--- config.mk ---
export PLATFORM = sky130hd
export DESIGN_NAME = serial_packet_decoder
export DESIGN_NICKNAME = d
export VERILOG_FILES = /design/src/rtl/serial_packet_pkg.sv /design/src/rtl/sync_fifo.sv /design/src/rtl/serial_packet_decoder.sv
export SDC_FILE = /design/constraint.sdc
export NUM_CORES = 1
export LEC_CHECK = 0
export CORE_MARGIN = 2
export CORE_UTILIZATION = 45
export CTS_CLUSTER_DIAMETER = 50
export DETAILED_ROUTE_END_ITERATION = 8
export PLACE_DENSITY = 0.71
export SETUP_SLACK_MARGIN = 0.05
export SLEW_MARGIN = 20
export SYNTH_ARGS = -nofsm -noshare
export SYNTH_HDL_FRONTEND = slang
export SYNTH_SLANG_ARGS = --single-unit
--- constraint.sdc ---
create_clock -name clock -period 2.5 [get_ports clock]
set_input_delay 0.5 -clock clock [delete_from_list [all_inputs] [get_ports clock]]
set_output_delay 0.5 -clock clock [all_outputs]
set_load 0.05 [all_outputs]
--- src/rtl/serial_packet_pkg.sv ---
// Shared types and constants for the serial packet decoder.
// Contents: byte/length widths, default header byte and length limit,
// decoder FSM state enum, and the FIFO entry payload struct.
package serial_packet_pkg;

    localparam int unsigned BYTE_W      = 8;
    localparam int unsigned LEN_W       = 16;
    localparam int unsigned DEF_MAX_LEN = 1024;
    localparam logic [BYTE_W-1:0] DEF_MAGIC = 8'h51;

    typedef enum logic [2:0] {
        ST_IDLE,
        ST_LEN_HI,
        ST_LEN_LO,
        ST_DATA,
        ST_DISCARD,
        ST_CHECK
    } state_t;

    // One FIFO entry: payload byte plus end-of-packet marker.
    typedef struct packed {
        logic              last;
        logic [BYTE_W-1:0] data;
    } entry_t;

    localparam int unsigned ENTRY_W = $bits(entry_t);

endpackage

--- src/rtl/sync_fifo.sv ---
// Single-clock FIFO with wrap-bit pointers.
// Ports: clock, clear_n (async active-low reset), i_push/i_wdata write side,
// i_pop read side, o_rdata head entry, o_full, o_empty.
// A push while full is accepted only if the head is popped in the same cycle.
module sync_fifo #(
    parameter int unsigned WIDTH = 9,
    parameter int unsigned DEPTH = 8
) (
    input  logic             clock,
    input  logic             clear_n,
    input  logic             i_push,
    input  logic [WIDTH-1:0] i_wdata,
    input  logic             i_pop,
    output logic [WIDTH-1:0] o_rdata,
    output logic             o_full,
    output logic             o_empty
);

    localparam int unsigned AW = $clog2(DEPTH);

    logic [AW:0]      r_wr_ptr;
    logic [AW:0]      r_rd_ptr;
    logic [WIDTH-1:0] r_mem [DEPTH];
    logic             w_do_push;
    logic             w_do_pop;

    assign o_empty   = (r_wr_ptr == r_rd_ptr);
    assign o_full    = (r_wr_ptr[AW] != r_rd_ptr[AW]) &&
                       (r_wr_ptr[AW-1:0] == r_rd_ptr[AW-1:0]);
    assign w_do_pop  = i_pop && !o_empty;
    assign w_do_push = i_push && (!o_full || w_do_pop);
    assign o_rdata   = r_mem[r_rd_ptr[AW-1:0]];

    // Storage and pointers; storage is cleared so the head reads 0 after reset.
    always_ff @(posedge clock or negedge clear_n) begin
        if (!clear_n) begin
            r_wr_ptr <= '0;
            r_rd_ptr <= '0;
            for (int i = 0; i < int'(DEPTH); i++) begin
                r_mem[i] <= '0;
            end
        end else begin
            if (w_do_push) begin
                r_mem[r_wr_ptr[AW-1:0]] <= i_wdata;
                r_wr_ptr                <= r_wr_ptr + (AW+1)'(1);
            end
            if (w_do_pop) begin
                r_rd_ptr <= r_rd_ptr + (AW+1)'(1);
            end
        end
    end

endmodule

--- src/rtl/serial_packet_decoder.sv ---
// Framed packet parser between a UART receiver and a packet consumer.
// Frame: MAGIC, length[15:8], length[7:0], payload (plus checksum byte when
// SERIAL_PACKET_CHECKSUM_EN is defined).
// Ports: clock, clear_n (async active-low reset); in_valid/in_data byte input;
// out_valid/out_data/out_last/out_ready payload stream; packet_valid,
// length_error, overflow_error (and checksum_error) one-cycle pulses; busy.
module serial_packet_decoder
    import serial_packet_pkg::*;
#(
    parameter logic [BYTE_W-1:0] MAGIC      = DEF_MAGIC,
    parameter int unsigned       MAX_LEN    = DEF_MAX_LEN,
    parameter int unsigned       FIFO_DEPTH = 8
) (
    input  logic              clock,
    input  logic              clear_n,
    input  logic              in_valid,
    input  logic [BYTE_W-1:0] in_data,
    output logic              out_valid,
    output logic [BYTE_W-1:0] out_data,
    output logic              out_last,
    input  logic              out_ready,
    output logic              packet_valid,
    output logic              length_error,
    output logic              overflow_error,
`ifdef SERIAL_PACKET_CHECKSUM_EN
    output logic              checksum_error,
`endif
    output logic              busy
);

    state_t            r_state, w_state_nxt;
    logic [BYTE_W-1:0] r_len_hi, w_len_hi_nxt;
    logic [LEN_W-1:0]  r_remaining, w_remaining_nxt;
    logic              r_pkt, w_pkt_nxt;
    logic              r_lerr, w_lerr_nxt;
    logic              r_ovf, w_ovf_nxt;
`ifdef SERIAL_PACKET_CHECKSUM_EN
    logic [BYTE_W-1:0] r_xor, w_xor_nxt;
    logic              r_cerr, w_cerr_nxt;
`endif

    logic [LEN_W-1:0]  w_len;
    logic              w_push;
    logic              w_pop;
    logic              w_full;
    logic              w_empty;
    entry_t            w_wentry;
    entry_t            w_rentry;

    assign w_len     = {r_len_hi, in_data};
    assign w_pop     = out_valid && out_ready;
    assign out_valid = !w_empty;
    assign out_data  = w_rentry.data;
    assign out_last  = w_rentry.last;
    assign busy      = (r_state != ST_IDLE);

    assign packet_valid   = r_pkt;
    assign length_error   = r_lerr;
    assign overflow_error = r_ovf;
`ifdef SERIAL_PACKET_CHECKSUM_EN
    assign checksum_error = r_cerr;
`endif

    // State and datapath registers.
    always_ff @(posedge clock or negedge clear_n) begin
        if (!clear_n) begin
            r_state     <= ST_IDLE;
            r_len_hi    <= '0;
            r_remaining <= '0;
            r_pkt       <= 1'b0;
            r_lerr      <= 1'b0;
            r_ovf       <= 1'b0;
`ifdef SERIAL_PACKET_CHECKSUM_EN
            r_xor       <= '0;
            r_cerr      <= 1'b0;
`endif
        end else begin
            r_state     <= w_state_nxt;
            r_len_hi    <= w_len_hi_nxt;
            r_remaining <= w_remaining_nxt;
            r_pkt       <= w_pkt_nxt;
            r_lerr      <= w_lerr_nxt;
            r_ovf       <= w_ovf_nxt;
`ifdef SERIAL_PACKET_CHECKSUM_EN
            r_xor       <= w_xor_nxt;
            r_cerr      <= w_cerr_nxt;
`endif
        end
    end

    // Next-state, FIFO push and pulse generation; advances only on in_valid.
    always_comb begin
        w_state_nxt     = r_state;
        w_len_hi_nxt    = r_len_hi;
        w_remaining_nxt = r_remaining;
        w_pkt_nxt       = 1'b0;
        w_lerr_nxt      = 1'b0;
        w_ovf_nxt       = 1'b0;
        w_push          = 1'b0;
        w_wentry.data   = in_data;
        w_wentry.last   = (r_remaining == LEN_W'(1));
`ifdef SERIAL_PACKET_CHECKSUM_EN
        w_xor_nxt       = r_xor;
        w_cerr_nxt      = 1'b0;
`endif
        if (in_valid) begin
            unique case (r_state)
                ST_IDLE: begin
                    if (in_data == MAGIC) w_state_nxt = ST_LEN_HI;
                end
                ST_LEN_HI: begin
                    w_len_hi_nxt = in_data;
                    w_state_nxt  = ST_LEN_LO;
                end
                ST_LEN_LO: begin
`ifdef SERIAL_PACKET_CHECKSUM_EN
                    w_xor_nxt = '0;
`endif
                    w_remaining_nxt = w_len;
                    if (w_len == '0) begin
`ifdef SERIAL_PACKET_CHECKSUM_EN
                        w_state_nxt = ST_CHECK;
`else
                        w_state_nxt = ST_IDLE;
`endif
                    end else if (w_len > LEN_W'(MAX_LEN)) begin
                        w_lerr_nxt  = 1'b1;
                        w_state_nxt = ST_DISCARD;
                    end else begin
                        w_state_nxt = ST_DATA;
                    end
                end
                ST_DATA: begin
                    // A full FIFO still takes the byte if the head leaves this cycle.
                    if (!w_full || w_pop) w_push    = 1'b1;
                    else                  w_ovf_nxt = 1'b1;
`ifdef SERIAL_PACKET_CHECKSUM_EN
                    w_xor_nxt = r_xor ^ in_data;
`endif
                    if (r_remaining != '0) w_remaining_nxt = r_remaining - LEN_W'(1);
                    if (r_remaining == LEN_W'(1)) begin
`ifdef SERIAL_PACKET_CHECKSUM_EN
                        w_state_nxt = ST_CHECK;
`else
                        w_pkt_nxt   = 1'b1;
                        w_state_nxt = ST_IDLE;
`endif
                    end
                end
                ST_DISCARD: begin
                    if (r_remaining != '0) w_remaining_nxt = r_remaining - LEN_W'(1);
                    if (r_remaining <= LEN_W'(1)) w_state_nxt = ST_IDLE;
                end
                ST_CHECK: begin
`ifdef SERIAL_PACKET_CHECKSUM_EN
                    if (in_data == r_xor) w_pkt_nxt  = 1'b1;
                    else                  w_cerr_nxt = 1'b1;
`endif
                    w_state_nxt = ST_IDLE;
                end
                default: w_state_nxt = ST_IDLE;
            endcase
        end
    end

    sync_fifo #(
        .WIDTH (ENTRY_W),
        .DEPTH (FIFO_DEPTH)
    ) u_fifo (
        .clock   (clock),
        .clear_n (clear_n),
        .i_push  (w_push),
        .i_wdata (w_wentry),
        .i_pop   (w_pop),
        .o_rdata (w_rentry),
        .o_full  (w_full),
        .o_empty (w_empty)
    );

endmodule

==> results of run 1 <==
## through the flow
stage	power, mW	setup TNS (ns)	cell area [sq um]	setup WS, ns
2_1_floorplan	5.216	0	5513	0.1001
4_1_cts	7.805	0	6486	0.03814
5_1_grt	8.326	0	6536	0.009166
6_report	7.861	0	6536	0.07288
3_5_place_dp	6.165	-0.1402	6121	-0.02067
3_3_place_gp	6.029	0	6121	0.004502
## final cells by class
class | count | area (sq um) | area share (%)
multi-input combinational | 276 | 2586 | 39.57
inverter | 17 | 63.81 | 0.9763
clock inverter | 6 | 81.33 | 1.244
sequential | 110 | 2754 | 42.13
clock buffer | 10 | 239.0 | 3.656
tap | 147 | 183.9 | 2.814
timing repair buffer | 64 | 628.1 | 9.609
## registers in the layout, indices dropped and copies added (netlist names)
name and cells:
u_fifo.r_mem 72, packet_valid 1, r_state 3, length_error 1, u_fifo.r_rd_ptr 4, r_remaining 16
overflow_error 1, r_len_hi 8, u_fifo.r_wr_ptr 4
## cells by family after synthesis
family          share of synthesized area (%)
compound gates                          7.717
xor+xnor                                1.589
fa+ha+maj                               1.135
buf+inv                                 3.540
flops                                   49.93
mux                                     26.28
simple gates                            9.805
## routing by layer
metal / track usage, % / vias up / wire, um / part of all wire [%]
met4: 6.829 / 0 / 235 / 1.9
li1: - / 1680 / - / -
met1: 28.68 / 1884 / 5768 / 46
met5: 0 / - / 0 / 0
met3: 3.388 / 19 / 377 / 3.0
met2: 32.15 / 76 / 6046 / 49
## final timing paths
path	startpoint	endpoint	slack, ns	cells past startpoint
max in group asynchronous	clear_n	r_len_hi[4]	1.71	2
max	u_fifo.r_rd_ptr[0]	out_data[5]	0.07	4
min reg2reg	u_fifo.r_wr_ptr[3]	u_fifo.r_wr_ptr[3]	0.48	1
max reg2reg	r_remaining[0]	r_remaining[14]	0.20	7
min	clear_n	r_remaining[4]	0.11	1
min in group clock	u_fifo.r_wr_ptr[3]	u_fifo.r_wr_ptr[3]	0.48	1
## critical path: cells and delay by family, from the launching register on
kind     cells  cell delay [ns]
buf+inv      2             0.33
flops        1             0.42
mux          2             0.81
## placed cells by master, fill, tap and decap left out, drive strengths merged, types with 11 or more instances in the layout
master,n
mux2,82
clkbuf,11
inv,21
buf,49
mux4,18
dfrtp,110
clkdlybuf4s50,13
a21oi,12
nand2,17
o21ai,20
nor2,21
mux2i,12
## power groups by stage
stage                     Sequential, mW  Combinational (mW)  Clock [mW]
final                               2.96                3.37        1.53
after detailed placement            2.96                3.20           0
after floorplan                     2.79                2.42           0
after global routing                3.05                3.64        1.64
after CTS                           2.94                3.31        1.56
after global placement              2.91                3.11           0
## repair_timing
item,4_1_cts,5_1_grt
resized for setup,12,3
setup buffers,0,2
endpoints found under the setup margin,8,11
hold endpoints to repair,0,0
gates cloned,0,1
pin swaps,0,0
==> qor.txt, run 1 <==
Worst Tran Pin Value -> 0.5857 ns
Yosys top cell by area -> dfrtp_1
Clock Latency Late Sink -> 0.35 ns
Cell Int Power -> 4.912 mW
Placer Congestion -> 0.7936
Tmin final -> 2.427 ns
Hold_buf cts -> 0
Fin cells -> 630
Crit path cell chain -> buf_12 > mux4_2 > mux2_4 > buf_6
Share of cells above drive strength 1 -> 38.30%
Syn avg cell area -> 12.79 sq um
Clk pwr share -> 19.5%
Commonest cells post-synth -> 110 x dfrtp_1, 80 x mux2_2, 20 x nor2_1
DIE HEIGHT -> 114.7 um
Area grow syn2layout -> 18.57%
Port buffer count -> 25
Post-DP HPWL -> 8247 um
Flop pwr share -> 37.6%
Critical Path RT -> 2.00 ns
Worst-path clk slew -> 0.08 ns
Die Area -> 0.01315 sq mm
Mapped Cells -> 431
Crit path arrival time -> 1.93 ns
Crit Path Category -> flip-flop to output port
Final Max Tran Viols -> 0
Clk buf depth -> 2
Syn nets -> 448
Layout Skew -> 0.01338 ns
CTS tree -> done
Top_reg_cell synth -> dfrtp_1
HP Class -> primary input to asynchronous set/reset pin
Synth warn -> 0
Congestion Overflow GR -> 0
Final hold slack -> 0.1069 ns
Dpl cells -> 611
EDFF count, synth -> 0
Outcome -> finished clean
Sw Share -> 37.52%
Critical path endpoint category -> output port
Initial drt markers -> 205
Initial antenna violation count -> 0
Worst path max stage delay -> 0.51 ns
Area contributors post-synth -> dfrtp_1 50%, mux2_2 16%, mux4_2 7.4%
Critical path fanouts, max -> 11
Worst slew margin -> 60.92%
P per Cell Area -> 1203 mW/mm^2
Crit-path slowest cell -> mux4_2
1st-pass router iterations -> 5
Final setup fails -> 0
P_leak -> 2.953 nW
Vias in the first global route -> 3864
WL per Instance -> 19.73 um
CTS Sinks -> 110
Total of max-cap violations -> 0
Fmax -> 412.0 MHz
Largest net degree at the start of global routing -> 40
Final Cycle Share -> 97.08%
All-Layer GR Usage -> 20.32%
Clk root buf -> clkbuf_16
Setup crit start kind -> flip-flop
TritonCTS buffer count -> 9
Fin util -> 54.64%
First-pass GRT wire length -> 20420 um
Share of the synthesized area in the top cell type -> 49.93%
Post-synthesis register bit count -> 110
Count leader, synth -> dfrtp_1
Fin. Hold Viols -> 0
Async SR Flop Fraction -> 100.0%
Core area -> 0.01196 sq mm
Vias per cell -> 5.808
Psw -> 2.949 mW
DIE WIDTH -> 114.7 um
Combinational share of power -> 42.9%
Worst VDD drop -> 0.0004959 V
Post-route ant nets -> 0
Register area share after synthesis -> 49.93%
Total number of vias -> 3659
Synthesized area -> 0.005513 sq mm
H-tree depth -> 3
Cell variety after synth -> 56
Initial Util -> 46.09%
Io pins -> 26
Nets -> 495
DRC -> 0
RSZ-0062 raised after global routing -> yes
# diodes -> 0
WL final -> 12430 um
Cell Rows -> 40
FILL cells -> 985
Note: power is estimated with default switching activity, not from simulation.
==> run 2: changes to the inputs <==
--- a/config.mk
+++ b/config.mk
@@ -9,7 +9,7 @@
 export CORE_UTILIZATION = 45
 export CTS_CLUSTER_DIAMETER = 50
 export DETAILED_ROUTE_END_ITERATION = 8
-export PLACE_DENSITY = 0.71
+export PLACE_DENSITY = 0.74
 export SETUP_SLACK_MARGIN = 0.05
 export SLEW_MARGIN = 20
 export SYNTH_ARGS = -nofsm -noshare
==> constraint.sdc (replaced) <==
create_clock -name clock -period 2 [get_ports clock]
set_input_delay 0.4 -clock clock [delete_from_list [all_inputs] [get_ports clock]]
set_output_delay 0.4 -clock clock [all_outputs]
set_load 0.05 [all_outputs]
==> qor.txt, run 2 (same netlist as run 1, synthesis figures left out) <==
Met1 Use GR -> 29.35% (+0.67 points)
CTS Sinks -> 110 (unchanged)
# diodes -> 0 (unchanged)
Gr busiest metal -> met2
Layout Skew -> 0.008857 ns (-0.004527 ns)
Final Max Tran Viols -> 0 (unchanged)
Critical path fanouts, max -> 9 (-2)
Io pins -> 26 (unchanged)
P per Cell Area -> 1509 mW/mm^2 (+25%)
Clock Latency Late Sink -> 0.36 ns (about the same)
Final setup fails -> 23 (+23)
Critical Path RT -> 1.60 ns (-0.40 ns)
Hold_buf cts -> 0 (unchanged)
Total of max-cap violations -> 0 (unchanged)
Crit path cell chain -> buf_12 > mux4_2 > mux2_4 > buf_6
Clk buf depth -> 2 (unchanged)
DIE WIDTH -> 114.7 um (unchanged)
Biggest register -> u_fifo.r_mem
Initial antenna violation count -> 0 (unchanged)
Fin. Hold Viols -> 0 (unchanged)
Worst path max stage delay -> 0.55 ns (+0.04 ns)
WL per Instance -> 20.23 um (+2.6%)
Congestion Overflow GR -> 0 (unchanged)
Vias in the first global route -> 4018 (+4.0%)
Largest net degree at the start of global routing -> 39 (-2.5%)
P_leak -> 3.242 nW (+9.8%)
WL final -> 13620 um (+9.6%)
Worst-path clk slew -> 0.08 ns (about the same)
CTS tree -> done
Fmax -> 422.6 MHz
Crit path arrival time -> 1.97 ns (+0.04 ns)
Fin util -> 59.76% (+5.1 points)
HP Class -> primary input to asynchronous set/reset pin
Share of cells above drive strength 1 -> 47.91% (+9.6 points)
Initial Util -> 46.09% (unchanged)
Cell Rows -> 40 (unchanged)
Port buffer count -> 25 (unchanged)
Worst VDD drop -> 0.0005990 V (+21%)
Family with the most delay on the worst path -> multiplexers
Worst Tran Pin Value -> 0.5511 ns (-0.03463 ns)
Failing checks -> negative setup slack
DRC -> 0 (unchanged)
Worst R2R Path Depth -> 7 (unchanged)
DIE HEIGHT -> 114.7 um (unchanged)
Max reg flops -> 72 (unchanged)
Reg2Reg Launch Point -> u_fifo.r_rd_ptr[0]
Worst slew margin -> 63.26% (+2.3 points)
DP Worst Slack -> -0.3582 ns (-0.3375 ns)
Setup WS post-layout -> -0.3661 ns (-0.4390 ns)
Core area -> 0.01196 sq mm (unchanged)
Die Area -> 0.01315 sq mm (unchanged)
Post-route ant nets -> 0 (unchanged)
Grt met3 use -> 2.118% (-1.3 points)
All-Layer GR Usage -> 21.35% (+1.0 points)
Critical path endpoint category -> output port
First-pass GRT wire length -> 21460 um (+5.1%)
RSZ-0062 raised after global routing -> yes
Post-DP HPWL -> 8861 um (+7.4%)
1st-pass router iterations -> 5 (unchanged)
Tmin final -> 2.366 ns
Setup crit start kind -> flip-flop
Crit Path Category -> flip-flop to output port
Most common cell after layout, fill and taps aside -> dfrtp_1
Total number of vias -> 3996 (+9.2%)
Vias per cell -> 5.938 (+2.2%)
Largest regs -> u_fifo.r_mem x72, r_remaining x16, r_len_hi x8
H-tree depth -> 3 (unchanged)
R2r setup slk -> -0.04 ns (-0.24 ns)
TritonCTS buffer count -> 9 (unchanged)
GR Util met2 -> 34.28% (+2.1 points)
Total power -> 10.79 mW (+37%)
Crit path buf inv count -> 2 (unchanged)
Final Cycle Share -> 118.3%
Nets -> 538 (+8.7%)
TNS Setup -> -3.228 ns (-3.228 ns)
Initial drt markers -> 300 (+46%)
Area grow syn2layout -> 29.66%
Clk root buf -> clkbuf_16
Outcome -> finished with violations
Crit-path slowest cell -> mux4_2
Reg-to-reg endpoint -> u_fifo.r_mem[21]
Placer Congestion -> 0.8603 (+8.4%)
Most frequent cells in the layout -> 107 x dfrtp_1, 75 x mux2_2, 65 x buf_4
## run 2: changes by cell type in the layout (fill, tap and decap cells not counted), moves of 2 or more
cell	previous run	this run
a21oi_1	11	9
a21oi_2	1	3
buf_12	5	11
buf_4	36	65
buf_6	8	16
dfrtp_1	109	107
dfrtp_2	1	3
nor3b_1	4	2
nor4_1	6	3
nor4_2	1	3
o21ai_0	18	14
o21ai_1	2	5
xnor2_1	8	5
xnor2_2	0	2
## run 2: how the worst max path moves through the flow
stage / start / to / slack [ns] / depth (start not counted)
CTS: u_fifo.r_rd_ptr[0] / out_data[1] / -0.37 / 4
detailed placement: in_valid / u_fifo.r_mem[69] / -0.36 / 8
global route: u_fifo.r_rd_ptr[0] / out_data[1] / -0.41 / 4
global placement: in_valid / u_fifo.r_mem[29] / -0.33 / 7
finish: u_fifo.r_rd_ptr[0] / out_data[1] / -0.37 / 4
floorplan: u_fifo.r_wr_ptr[2] / u_fifo.r_rd_ptr[1] / 0.06 / 5
## run 2: repair_timing
action / in CTS / in global routing
pin swaps: 8 / 9
gates cloned: 0 / 2
setup endpoints to repair: 68 / 89
hold endpoints to repair: 0 / 0
setup buffers: 6 / 3
resized for setup: 23 / 35
## run 2: power by group
part           total (mW)  leakage (nW)  internal (mW)  switching, mW
clock network        2.02         0.163           1.16          0.863
logic                5.05          1.67           2.54           2.52
registers            3.71          1.41           3.05          0.667
## run 2: layout make-up
type	count	area, sq um
fill	862	4813
inverter	17	63.81
multi-input combinational	276	2749
timing repair buffer	107	1057
clock inverter	6	98.84
sequential	110	2756
tap	147	183.9
clock buffer	10	239.0
## run 2: metrics by stage
| stage | hold WS [ns] | std cells | area [sq um] |
|---|---|---|---|
| finish | 0.02518 | 673 | 7148 |
| global route | 0.07552 | 673 | 7148 |
| CTS | 0.04628 | 668 | 6955 |
| detailed placement | 0.4223 | 647 | 6497 |
| global placement | 0.4204 | 647 | 6497 |
| floorplan | 0.1044 | 431 | 5555 |
## run 2: per-layer routing
layer	wire length (um)	vias up
met2	6674	114
li1	-	1769
met3	587	29
met4	413	0
met1	5939	2084
met5	0	-
